### src/rtl/mips_pkg.sv
// Shared definitions for the MIPS instruction-fetch path: fetch FSM states,
// address/width constants and the boot-byte packing helper.
package mips_pkg;

    localparam logic [31:0] NOP_INSTR  = 32'h0000_0000;
    localparam int          PC_W       = 8;
    localparam int          IMEM_DEPTH = 64;

    typedef enum logic [1:0] {
        LOAD = 2'd0,
        RUN  = 2'd1,
        ERR  = 2'd2
    } fetch_state_t;

    // Lane 0 is the most significant byte: boot words arrive big-endian.
    function automatic logic [31:0] pack_byte(input logic [31:0] word,
                                              input logic [7:0]  data,
                                              input logic [1:0]  lane);
        return word | ({data, 24'h00_0000} >> {lane, 3'b000});
    endfunction

endpackage

### src/rtl/imem_boot_fetch_if.sv
// Fetch-stage bus: PC in, instruction out, plus the boot-loader byte stream
// and run/status flags. The core side uses master, the fetch block slave.
interface imem_boot_fetch_if
    import mips_pkg::*;
#(
    parameter int DATA_W = 32,
    parameter int CNT_W  = 7
) ();

    logic [PC_W-1:0]   pc;
    logic [DATA_W-1:0] instr;
    logic              load_valid;
    logic [7:0]        load_data;
    logic              load_last;
    logic              load_ready;
    logic              reload;
    logic              cpu_run;
    logic [CNT_W-1:0]  words_loaded;
    logic              fetch_err;

    modport master (
        output pc, load_valid, load_data, load_last, reload,
        input  instr, load_ready, cpu_run, words_loaded, fetch_err
    );

    modport slave (
        input  pc, load_valid, load_data, load_last, reload,
        output instr, load_ready, cpu_run, words_loaded, fetch_err
    );

endinterface

### src/rtl/imem_array.sv
// Instruction storage: synchronous write, asynchronous read, no reset.
// Stale contents are harmless because reads are masked by the word count.
module imem_array #(
    parameter int DEPTH  = 64,
    parameter int DATA_W = 32,
    parameter int AW     = $clog2(DEPTH)
) (
    input  logic              clk,
    input  logic              we_i,
    input  logic [AW-1:0]     waddr_i,
    input  logic [DATA_W-1:0] wdata_i,
    input  logic [AW-1:0]     raddr_i,
    output logic [DATA_W-1:0] rdata_o
);

    logic [DATA_W-1:0] mem_q [DEPTH];

    // Word write port
    always_ff @(posedge clk) begin
        if (we_i) begin
            mem_q[waddr_i] <= wdata_i;
        end
    end

    assign rdata_o = mem_q[raddr_i];

endmodule

### src/rtl/imem_boot_fetch.sv
// Instruction fetch with boot loader: packs a big-endian byte stream into
// the instruction array, then serves pc-addressed words while cpu_run is high.
module imem_boot_fetch
    import mips_pkg::*;
#(
    parameter int DEPTH  = IMEM_DEPTH,
    parameter int DATA_W = 32
) (
    input  logic             clk,
    input  logic             rst_n,
    imem_boot_fetch_if.slave bus
);

    localparam int                AW        = $clog2(DEPTH);
    localparam int                PTR_W     = AW + 1;
    localparam logic [PTR_W-1:0]  PTR_FULL  = PTR_W'(DEPTH);
    localparam logic [PTR_W-1:0]  PTR_ONE   = PTR_W'(1'b1);
    localparam logic [1:0]        BYTE_LAST = 2'd3;

    fetch_state_t      state_q, state_d;
    logic [PTR_W-1:0]  wr_ptr_q, wr_ptr_d;
    logic [1:0]        byte_cnt_q, byte_cnt_d;
    logic [DATA_W-1:0] pack_q, pack_d;
    logic              fetch_err_q, fetch_err_d;

    logic              we_s;
    logic [DATA_W-1:0] pack_word_s;
    logic [AW-1:0]     rd_idx_s;
    logic [DATA_W-1:0] rd_data_s;
    logic              in_range_s;
    logic              aligned_s;
    logic [DATA_W-1:0] instr_s;

    imem_array #(
        .DEPTH  (DEPTH),
        .DATA_W (DATA_W),
        .AW     (AW)
    ) u_array (
        .clk     (clk),
        .we_i    (we_s),
        .waddr_i (wr_ptr_q[AW-1:0]),
        .wdata_i (pack_word_s),
        .raddr_i (rd_idx_s),
        .rdata_o (rd_data_s)
    );

    // Partial word plus the incoming byte; low lanes not yet filled stay zero.
    assign pack_word_s = pack_byte(pack_q, bus.load_data, byte_cnt_q);
    assign rd_idx_s    = bus.pc[PC_W-1:2];
    assign aligned_s   = (bus.pc[1:0] == 2'b00);
    assign in_range_s  = ({1'b0, rd_idx_s} < wr_ptr_q);

    // State, pointer, packer and sticky error registers
    always_ff @(posedge clk or negedge rst_n) begin
        if (!rst_n) begin
            state_q     <= LOAD;
            wr_ptr_q    <= '0;
            byte_cnt_q  <= 2'd0;
            pack_q      <= '0;
            fetch_err_q <= 1'b0;
        end else begin
            state_q     <= state_d;
            wr_ptr_q    <= wr_ptr_d;
            byte_cnt_q  <= byte_cnt_d;
            pack_q      <= pack_d;
            fetch_err_q <= fetch_err_d;
        end
    end

    // Next-state logic: byte acceptance in LOAD, alignment and reload in RUN
    always_comb begin
        state_d     = state_q;
        wr_ptr_d    = wr_ptr_q;
        byte_cnt_d  = byte_cnt_q;
        pack_d      = pack_q;
        fetch_err_d = fetch_err_q;
        we_s        = 1'b0;

        case (state_q)
            LOAD: begin
                if (bus.load_valid) begin
                    if (wr_ptr_q == PTR_FULL) begin
                        state_d     = ERR;
                        fetch_err_d = 1'b1;
                    end else if (bus.load_last || (byte_cnt_q == BYTE_LAST)) begin
                        we_s       = 1'b1;
                        wr_ptr_d   = wr_ptr_q + PTR_ONE;
                        byte_cnt_d = 2'd0;
                        pack_d     = '0;
                        if (bus.load_last) begin
                            state_d = RUN;
                        end else begin
                            state_d = LOAD;
                        end
                    end else begin
                        pack_d     = pack_word_s;
                        byte_cnt_d = byte_cnt_q + 2'd1;
                    end
                end else begin
                    state_d = LOAD;
                end
            end

            RUN: begin
                // reload has priority over a misaligned pc in the same cycle
                if (bus.reload) begin
                    state_d     = LOAD;
                    wr_ptr_d    = '0;
                    byte_cnt_d  = 2'd0;
                    pack_d      = '0;
                    fetch_err_d = 1'b0;
                end else if (!aligned_s) begin
                    fetch_err_d = 1'b1;
                end else begin
                    state_d = RUN;
                end
            end

            ERR: begin
                state_d = ERR;
            end

            default: begin
                state_d     = ERR;
                fetch_err_d = 1'b1;
            end
        endcase
    end

    // Fetch mux: only aligned, loaded words are visible, and only in RUN
    always_comb begin
        instr_s = NOP_INSTR;
        if ((state_q == RUN) && aligned_s && in_range_s) begin
            instr_s = rd_data_s;
        end else begin
            instr_s = NOP_INSTR;
        end
    end

    assign bus.instr        = instr_s;
    assign bus.load_ready   = (state_q == LOAD);
    assign bus.cpu_run      = (state_q == RUN);
    assign bus.words_loaded = wr_ptr_q;
    assign bus.fetch_err    = fetch_err_q;

endmodule

### src/flat_wrapper.sv
// flat-port wrapper written by rule: the top's interface ports become plain ports
module imem_boot_fetch_flat import mips_pkg::*;
#(
    parameter int DEPTH  = IMEM_DEPTH,
    parameter int DATA_W = 32
)
  (clk, rst_n, bus_pc, bus_load_valid, bus_load_data, bus_load_last, bus_reload, bus_instr, bus_load_ready, bus_cpu_run, bus_words_loaded, bus_fetch_err);
  imem_boot_fetch_if #(.DATA_W(DATA_W)) bus_i ();
  input  logic clk;
  input  logic rst_n;
  input wire logic [$bits(bus_i.pc)-1:0] bus_pc;
  input wire logic [$bits(bus_i.load_valid)-1:0] bus_load_valid;
  input wire logic [$bits(bus_i.load_data)-1:0] bus_load_data;
  input wire logic [$bits(bus_i.load_last)-1:0] bus_load_last;
  input wire logic [$bits(bus_i.reload)-1:0] bus_reload;
  output wire logic [$bits(bus_i.instr)-1:0] bus_instr;
  output wire logic [$bits(bus_i.load_ready)-1:0] bus_load_ready;
  output wire logic [$bits(bus_i.cpu_run)-1:0] bus_cpu_run;
  output wire logic [$bits(bus_i.words_loaded)-1:0] bus_words_loaded;
  output wire logic [$bits(bus_i.fetch_err)-1:0] bus_fetch_err;
  assign bus_i.pc = bus_pc;
  assign bus_i.load_valid = bus_load_valid;
  assign bus_i.load_data = bus_load_data;
  assign bus_i.load_last = bus_load_last;
  assign bus_i.reload = bus_reload;
  assign bus_instr = bus_i.instr;
  assign bus_load_ready = bus_i.load_ready;
  assign bus_cpu_run = bus_i.cpu_run;
  assign bus_words_loaded = bus_i.words_loaded;
  assign bus_fetch_err = bus_i.fetch_err;
  imem_boot_fetch #(.DEPTH(DEPTH), .DATA_W(DATA_W)) u_core (.clk(clk), .rst_n(rst_n), .bus(bus_i));
endmodule
### config.mk
export PLATFORM = sky130hd
export DESIGN_NAME = imem_boot_fetch_flat
export DESIGN_NICKNAME = d
export VERILOG_FILES = /design/src/rtl/mips_pkg.sv /design/src/rtl/imem_boot_fetch_if.sv /design/src/rtl/imem_array.sv /design/src/rtl/imem_boot_fetch.sv /design/src/flat_wrapper.sv
export SDC_FILE = /design/constraint.sdc
export NUM_CORES = 2
export LEC_CHECK = 0
export ABC_AREA = 1
export ABC_CLOCK_PERIOD_IN_PS = 4610
export CELL_PAD_IN_SITES_DETAIL_PLACEMENT = 2
export CELL_PAD_IN_SITES_GLOBAL_PLACEMENT = 2
export CORE_MARGIN = 5
export CORE_UTILIZATION = 44
export CTS_CLUSTER_DIAMETER = 120
export DETAILED_ROUTE_END_ITERATION = 12
export PLACE_DENSITY = 0.78
export SYNTH_ARGS = -nofsm -noshare
export SYNTH_HDL_FRONTEND = slang
export SYNTH_SLANG_ARGS = --single-unit
### constraint.sdc
create_clock -name clk -period 4.61 [get_ports clk]
set_input_delay 0.6915 -clock clk [delete_from_list [all_inputs] [get_ports clk]]
set_output_delay 0.6915 -clock clk [all_outputs]
set_load 0.02 [all_outputs]
# Yosys cells after proc, flatten, opt, wreduce, memory -nomap -nowiden
# Memories as Yosys holds them, arrays and structs flattened.
# Cells that the tools add are included.
[totals]
in_bits = 21
output_inout_bits = 42
memories = 1
ff_bits = 44
word_cells = 68
mem_bits_rw = 2048
[memory_table]
columns = ["memory", "depth", "width", "read_ports", "rd_clocked_by_memory_dff", "wr", "line", "text"]
rows = [
  ["u_core.u_array.mem_q", 64, 32, 1, 0, 1, "imem_array.sv:16", "logic [DATA_W-1:0] mem_q [DEPTH];"],
]
[op_classes]
n_eq_ne = 12
n_lt_le_gt_ge = 1
muxes = 34
shifts = 1
addsub = 2
n_reduce_logical = 10
bitwise = 2
[ops]
columns = ["operator", "count"]
rows = [
  ["$mux 32", 5],
  ["$pmux 32 s2", 1],
  ["$or 32x32->32", 1],
  ["$shr 32x5->32", 1],
  ["$mux 7", 4],
  ["$mux 2", 9],
  ["$pmux 7 s2", 1],
  ["$mux 1", 11],
  ["$pmux 2 s2", 2],
  ["$reduce_and 4->1", 2],
  ["$add 7x1->7 const B", 1],
  ["$eq 7x7->1 const B", 1],
  ["$lt 6x7->1", 1],
  ["$ne 2x2->1 const B", 3],
  ["$reduce_and 5->1", 1],
  ["$eq 2x2->1 const B", 2],
  ["$logic_not 2->1", 2],
  ["$ne 2x1->1 const B", 2],
  ["$ne 4x2->1 const B", 1],
  ["$ne 3x2->1 const B", 1],
  ["$ne 3x3->1 const B", 1],
  ["$pmux 1 s3", 1],
  ["$add 2x1->2 const B", 1],
  ["$eq 2x1->1 const B", 1],
  ["5 further kinds", 6],
]

# Logic depth before layout (Yosys ltp)
[depth]
depth_word = 8
depth_mapped = 13
mapped_depth_nobuf = 10

# By module
# From an unflattened synthesis, not the netlist that was laid out.
[unflattened]
cells_unflattened = 7118
area_unflattened_um2 = 84895.2
[modules_own_cells]
columns = ["module", "cells_each", "area_per_inst_um2", "instances"]
rows = [
  ["imem_array", 6737, 82097.5, 1],
  ["imem_boot_fetch", 381, 2797.7, 1],
]

# Worst setup path after synthesis
# Ideal clock, no wire load.
[synth_timing]
path_type = "input to register"
startpoint = "in bus_load_data[0]"
endpoint = "mem u_core.u_array.mem_q[0][0], data pin"
setup_time_ps = 711
stages = 2
required_time_ps = 3899
t_arrival_ps = 3337
setup_slack_ps = 562
path_cell_list = "nand2_1 o21ai_0"
[synth_between]
elab_chain_len = 2
[synth_rtl]
columns = ["item", "line", "text"]
rows = [
  ["start, declared", "flat_wrapper.sv:13", "input wire logic [$bits(bus_i.load_data)-1:0] bus_load_data;"],
  ["$shr 32x5->32", "mips_pkg.sv:19", "return word | ({data, 24'h00_0000} >> {lane, 3'b000});"],
  ["$or 32x32->32", "mips_pkg.sv:19", ""],
  ["named net u_core.pack_word_s[0]", "imem_boot_fetch.sv:27", "logic [DATA_W-1:0] pack_word_s;"],
  ["end, declared", "imem_array.sv:16", ""],
]
# The timed path passes the listed nets, and every way through them passes these cells.

# Final worst setup path
[layout_timing]
startpoint = "reg u_core.wr_ptr_q[1], in the netlist u_core.bus.words_loaded[1]"
endpoint = "out bus_instr[6]"
[layout_between]
elab_chain_len = 3
[layout_rtl]
columns = ["item", "line", "text"]
rows = [
  ["start, declared", "imem_boot_fetch.sv:21", "logic [PTR_W-1:0] wr_ptr_q, wr_ptr_d;"],
  ["start signal, assigned", "imem_boot_fetch.sv:63", "wr_ptr_q <= wr_ptr_d;"],
  ["$lt 6x7->1", "imem_boot_fetch.sv:51", "assign in_range_s = ({1'b0, rd_idx_s} < wr_ptr_q);"],
  ["$logic_and 1x1->1", "imem_boot_fetch.sv:133", "if ((state_q == RUN) && aligned_s && in_range_s) begin"],
  ["$mux 32", "imem_boot_fetch.sv:133", ""],
  ["end, declared", "flat_wrapper.sv:16", "output wire logic [$bits(bus_i.instr)-1:0] bus_instr;"],
]
# Every way passes these cells.

==> flow_metrics.tcl <==
set metrics [dict create \
    run_status "finished, final reports clean" \
    clock_path_buffers 3 \
    synth_top_cell_by_area "edfxtp_1" \
    worstPathArrival_ns 3.76 \
    ios 63 \
    grt_pass1_vias 70700 \
    synth_top_area_share_pct 71.4 \
    synth_area_leaders "edfxtp_1 71%, nand3_1 11%, nand2_1 9.9%" \
    pwr_density_cell_nw_per_um2 492 \
    synth-adder-area-share_pct 0.116 \
    syn_inst 7355 \
    avgViaCountPerCell 6.20 \
    met2_usage_pct 57.3 \
    ys_async_sr_fraction_pct 2.10 \
    fp.dieH_um 452 \
    antenna_found_initial 13 \
    rsz0062_at_grt "false" \
    fin_nets 7506 \
    drtIter0Drc 7334 \
    drive_gt1_share_pct 10.2 \
    synth_compound_area_share_pct 0.734 \
    post-route-min-period_ns 4.45 \
    drcViolationCount 0 \
    vias 63800 \
    relSlewSlack_pct 17.5 \
    synth_xor_area_share_pct 0.0203 \
    fillers 18600 \
    grt.total_usage_pct 33.0 \
    tightest_slew_ns 1.23 \
    cp_max_fo 16 \
    ys_warn_count 0 \
    drv_slew 0 \
    path_buf_inv 4 \
    die_width_um 452 \
    grt_pass1_wl_mm 499 \
    timing.final.crit_share_pct 96.5 \
    cts_tree "done" \
    ys_seq_area_share_pct 72.7 \
    critical_path_class "flip-flop to output port" \
    area_delta_synth_final_pct 14.7 \
    end_kind "output port" \
    clk_latency_ns 0.89 \
    cts.sinks 2092 \
    cpMostUsedCell "nand2_1" \
    crit_path_max_incr_delay_ns 0.61 \
    rows 162 \
    clkSlewWorstSetupHoldPaths_ns 0.07 \
    synth_top_family_by_area "simple AND/OR/NAND/NOR gates" \
    synth.cell_area_sq_um 86100 \
    cts_buffers 219 \
    ys_types 34 \
    maxCapViolCount 0 \
    io_buffers 62 \
    skew_ns 0.0333 \
    yosys.area_share.simple_pct 21.9 \
    multi_input_area_sq_um 20500 \
    cts_max_level 4 \
    met1_usage_pct 40.9 \
    muxShareOfSynthArea_pct 0 \
    hold_violations 0 \
    synth-edff-count 2048 \
    p_leak_uw 0.0365 \
    required_ns 3.92 \
    fmax_mhz 225 \
    regArea_sq_um 62600 \
    firstDrtPassIters 6 \
    gp_congestion 0.798 \
    final_cell_mix "2277 x nand2_1, 2048 x edfxtp_1, 1834 x nand3_1" \
    dpl.hpwl_mm 185 \
    holdWs_ns 0.450 \
    grt-busiest-layer "met2" \
    ant_nets 0 \
    synth_nets 7384 \
    ys_seq_elements 2092 \
    final_common_cell "nand2_1" \
    wl_mm 343 \
    dieArea_sq_um 205000 \
    core_sq_um 195000 \
    clock-root-buffer "clkbuf_16" \
    finalSetupTns_ns 0 \
    vdd_drop_max_v 0.000638 \
    grt_max_degree 113 \
    path_cells "clkinvlp_4 > ha_1 > nand3_1 > nand2_1 > nand2_1 > nand2_1 > a31oi_4 > buf_12 > bufbuf_16 > nand2_1 > nor2_1 > clkdlybuf4s50_1" \
    gr-total-overflow 0 \
    initial_core_util_pct 44.2 \
    finalSetupViolCount 0 \
    avgRoutedWirePerCell_um 33.3 \
    ys.flop_type "edfxtp_1" \
    critPathTopFamily "buffers and inverters" \
    cp_slowest_cell "clkdlybuf4s50_1" \
    hold_class "input pin to async pin" \
    syn_area_per_cell_sq_um 11.7 \
    worst_setup_path_start_kind "flip-flop" \
    grt_util_met3_pct 5.58 \
]
==> path summary, 6_finish.rpt <==
| kind | startpoint | endpoint | slack (ns) | cells past startpoint |
|---|---|---|---|---|
| min in group clk | bus_load_last | u_core.state_q[0]$_DFFE_PN0P_ | 0.48 | 3 |
| worst max-delay path | u_core.bus.words_loaded[1]$_DFFE_PN0P_ | bus_instr[6] | 0.16 | 12 |
| worst min register to register | u_core.bus.fetch_err$_DFFE_PN0P_ | u_core.bus.fetch_err$_DFFE_PN0P_ | 0.54 | 2 |
| max in group asynchronous | rst_n | u_core.bus.words_loaded[4]$_DFFE_PN0P_ | 3.63 | 3 |
| worst min-delay path | rst_n | u_core.state_q[0]$_DFFE_PN0P_ | 0.45 | 3 |
| worst max register to register | u_core.bus.words_loaded[0]$_DFFE_PN0P_ | u_core.u_array.mem_q[40][18]$_DFFE_PP_ | 0.81 | 8 |
==> cell families (layout without fill, tap and decap cells) <==
family / after synthesis / after routing
other cells: 0 / 2
flops: 2092 / 2092
fa+ha+maj: 8 / 8
buf+inv: 803 / 1112
xor+xnor: 2 / 2
compound gates: 113 / 113
simple gates: 4337 / 4337
==> synthesized netlist by cell type (2+ instances only) <==
| library cell | count |
|---|---|
| inv_2 | 4 |
| or2_2 | 39 |
| edfxtp_1 | 2048 |
| buf_1 | 36 |
| nand4_4 | 7 |
| buf_6 | 39 |
| nor2_1 | 171 |
| nand3_2 | 2 |
| nand4_1 | 3 |
| a21oi_1 | 5 |
| nand2_1 | 2277 |
| o21ai_1 | 2 |
| dfrtp_1 | 44 |
| ha_1 | 8 |
| o22ai_1 | 34 |
| o21ai_0 | 65 |
| xor2_1 | 2 |
| buf_2 | 251 |
| buf_4 | 66 |
| clkbuf_1 | 68 |
| o211ai_1 | 3 |
| inv_1 | 336 |
| nand3_1 | 1834 |
==> registers in the layout, summed over array words and instances, names as in the netlist <==
register                 count
u_core.bus.fetch_err         1
u_core.bus.words_loaded      7
u_core.pack_q               32
u_core.byte_cnt_q            2
u_core.u_array.mem_q      2048
u_core.state_q               2
==> per-layer routing <==
metal  routed length (um)  vias to the layer above
li1                     -                    25900
met1               129000                    33800
met2               174000                     3149
met3                23600                      919
met4                15200                       14
met5                  102                        -
==> cell type report <==
type / instances / area share (%)
inverter: 341 / 1.35
clock inverter: 119 / 1.14
clock buffer: 289 / 5.98
timing repair buffer: 363 / 4.03
antenna: 2 / 0.00507
multi-input combinational: 4460 / 20.8
tap: 2624 / 3.33
sequential: 2092 / 63.4
==> stage by stage <==
step,cell area [sq um],total power (uW),utilization (%),cells,setup slack [ns]
finish,98700,48600,50.7,10300,0.159
global route,98700,49800,50.7,10300,0.00680
CTS,98600,48600,50.6,10300,0.00855
detailed placement,91500,30400,47.0,9876,0.0925
global placement,91500,29800,47.0,9876,0.167
floorplan,86100,27300,-,7355,0.562
==> tightest hold or removal path, stage by stage <==
cell and delay (ns):
dlygate4sd3_1 0.52, buf_2 0.09, buf_4 0.51
==> report_power, final <==
group	internal, uW	switching, uW
clock	10100	8030
combinational	1220	5670
sequential	23300	194
==> what timing repair did <==
item / in CTS / in global routing
pin swaps: 1 / 0
hold buffers: 1 / 0
setup buffers: 2 / 0
setup endpoints to repair: 32 / 23
cloned: 1 / 0
endpoints found under the hold margin: 44 / 0
resized for setup: 25 / 23
Note: power is estimated with default switching activity, not from simulation.
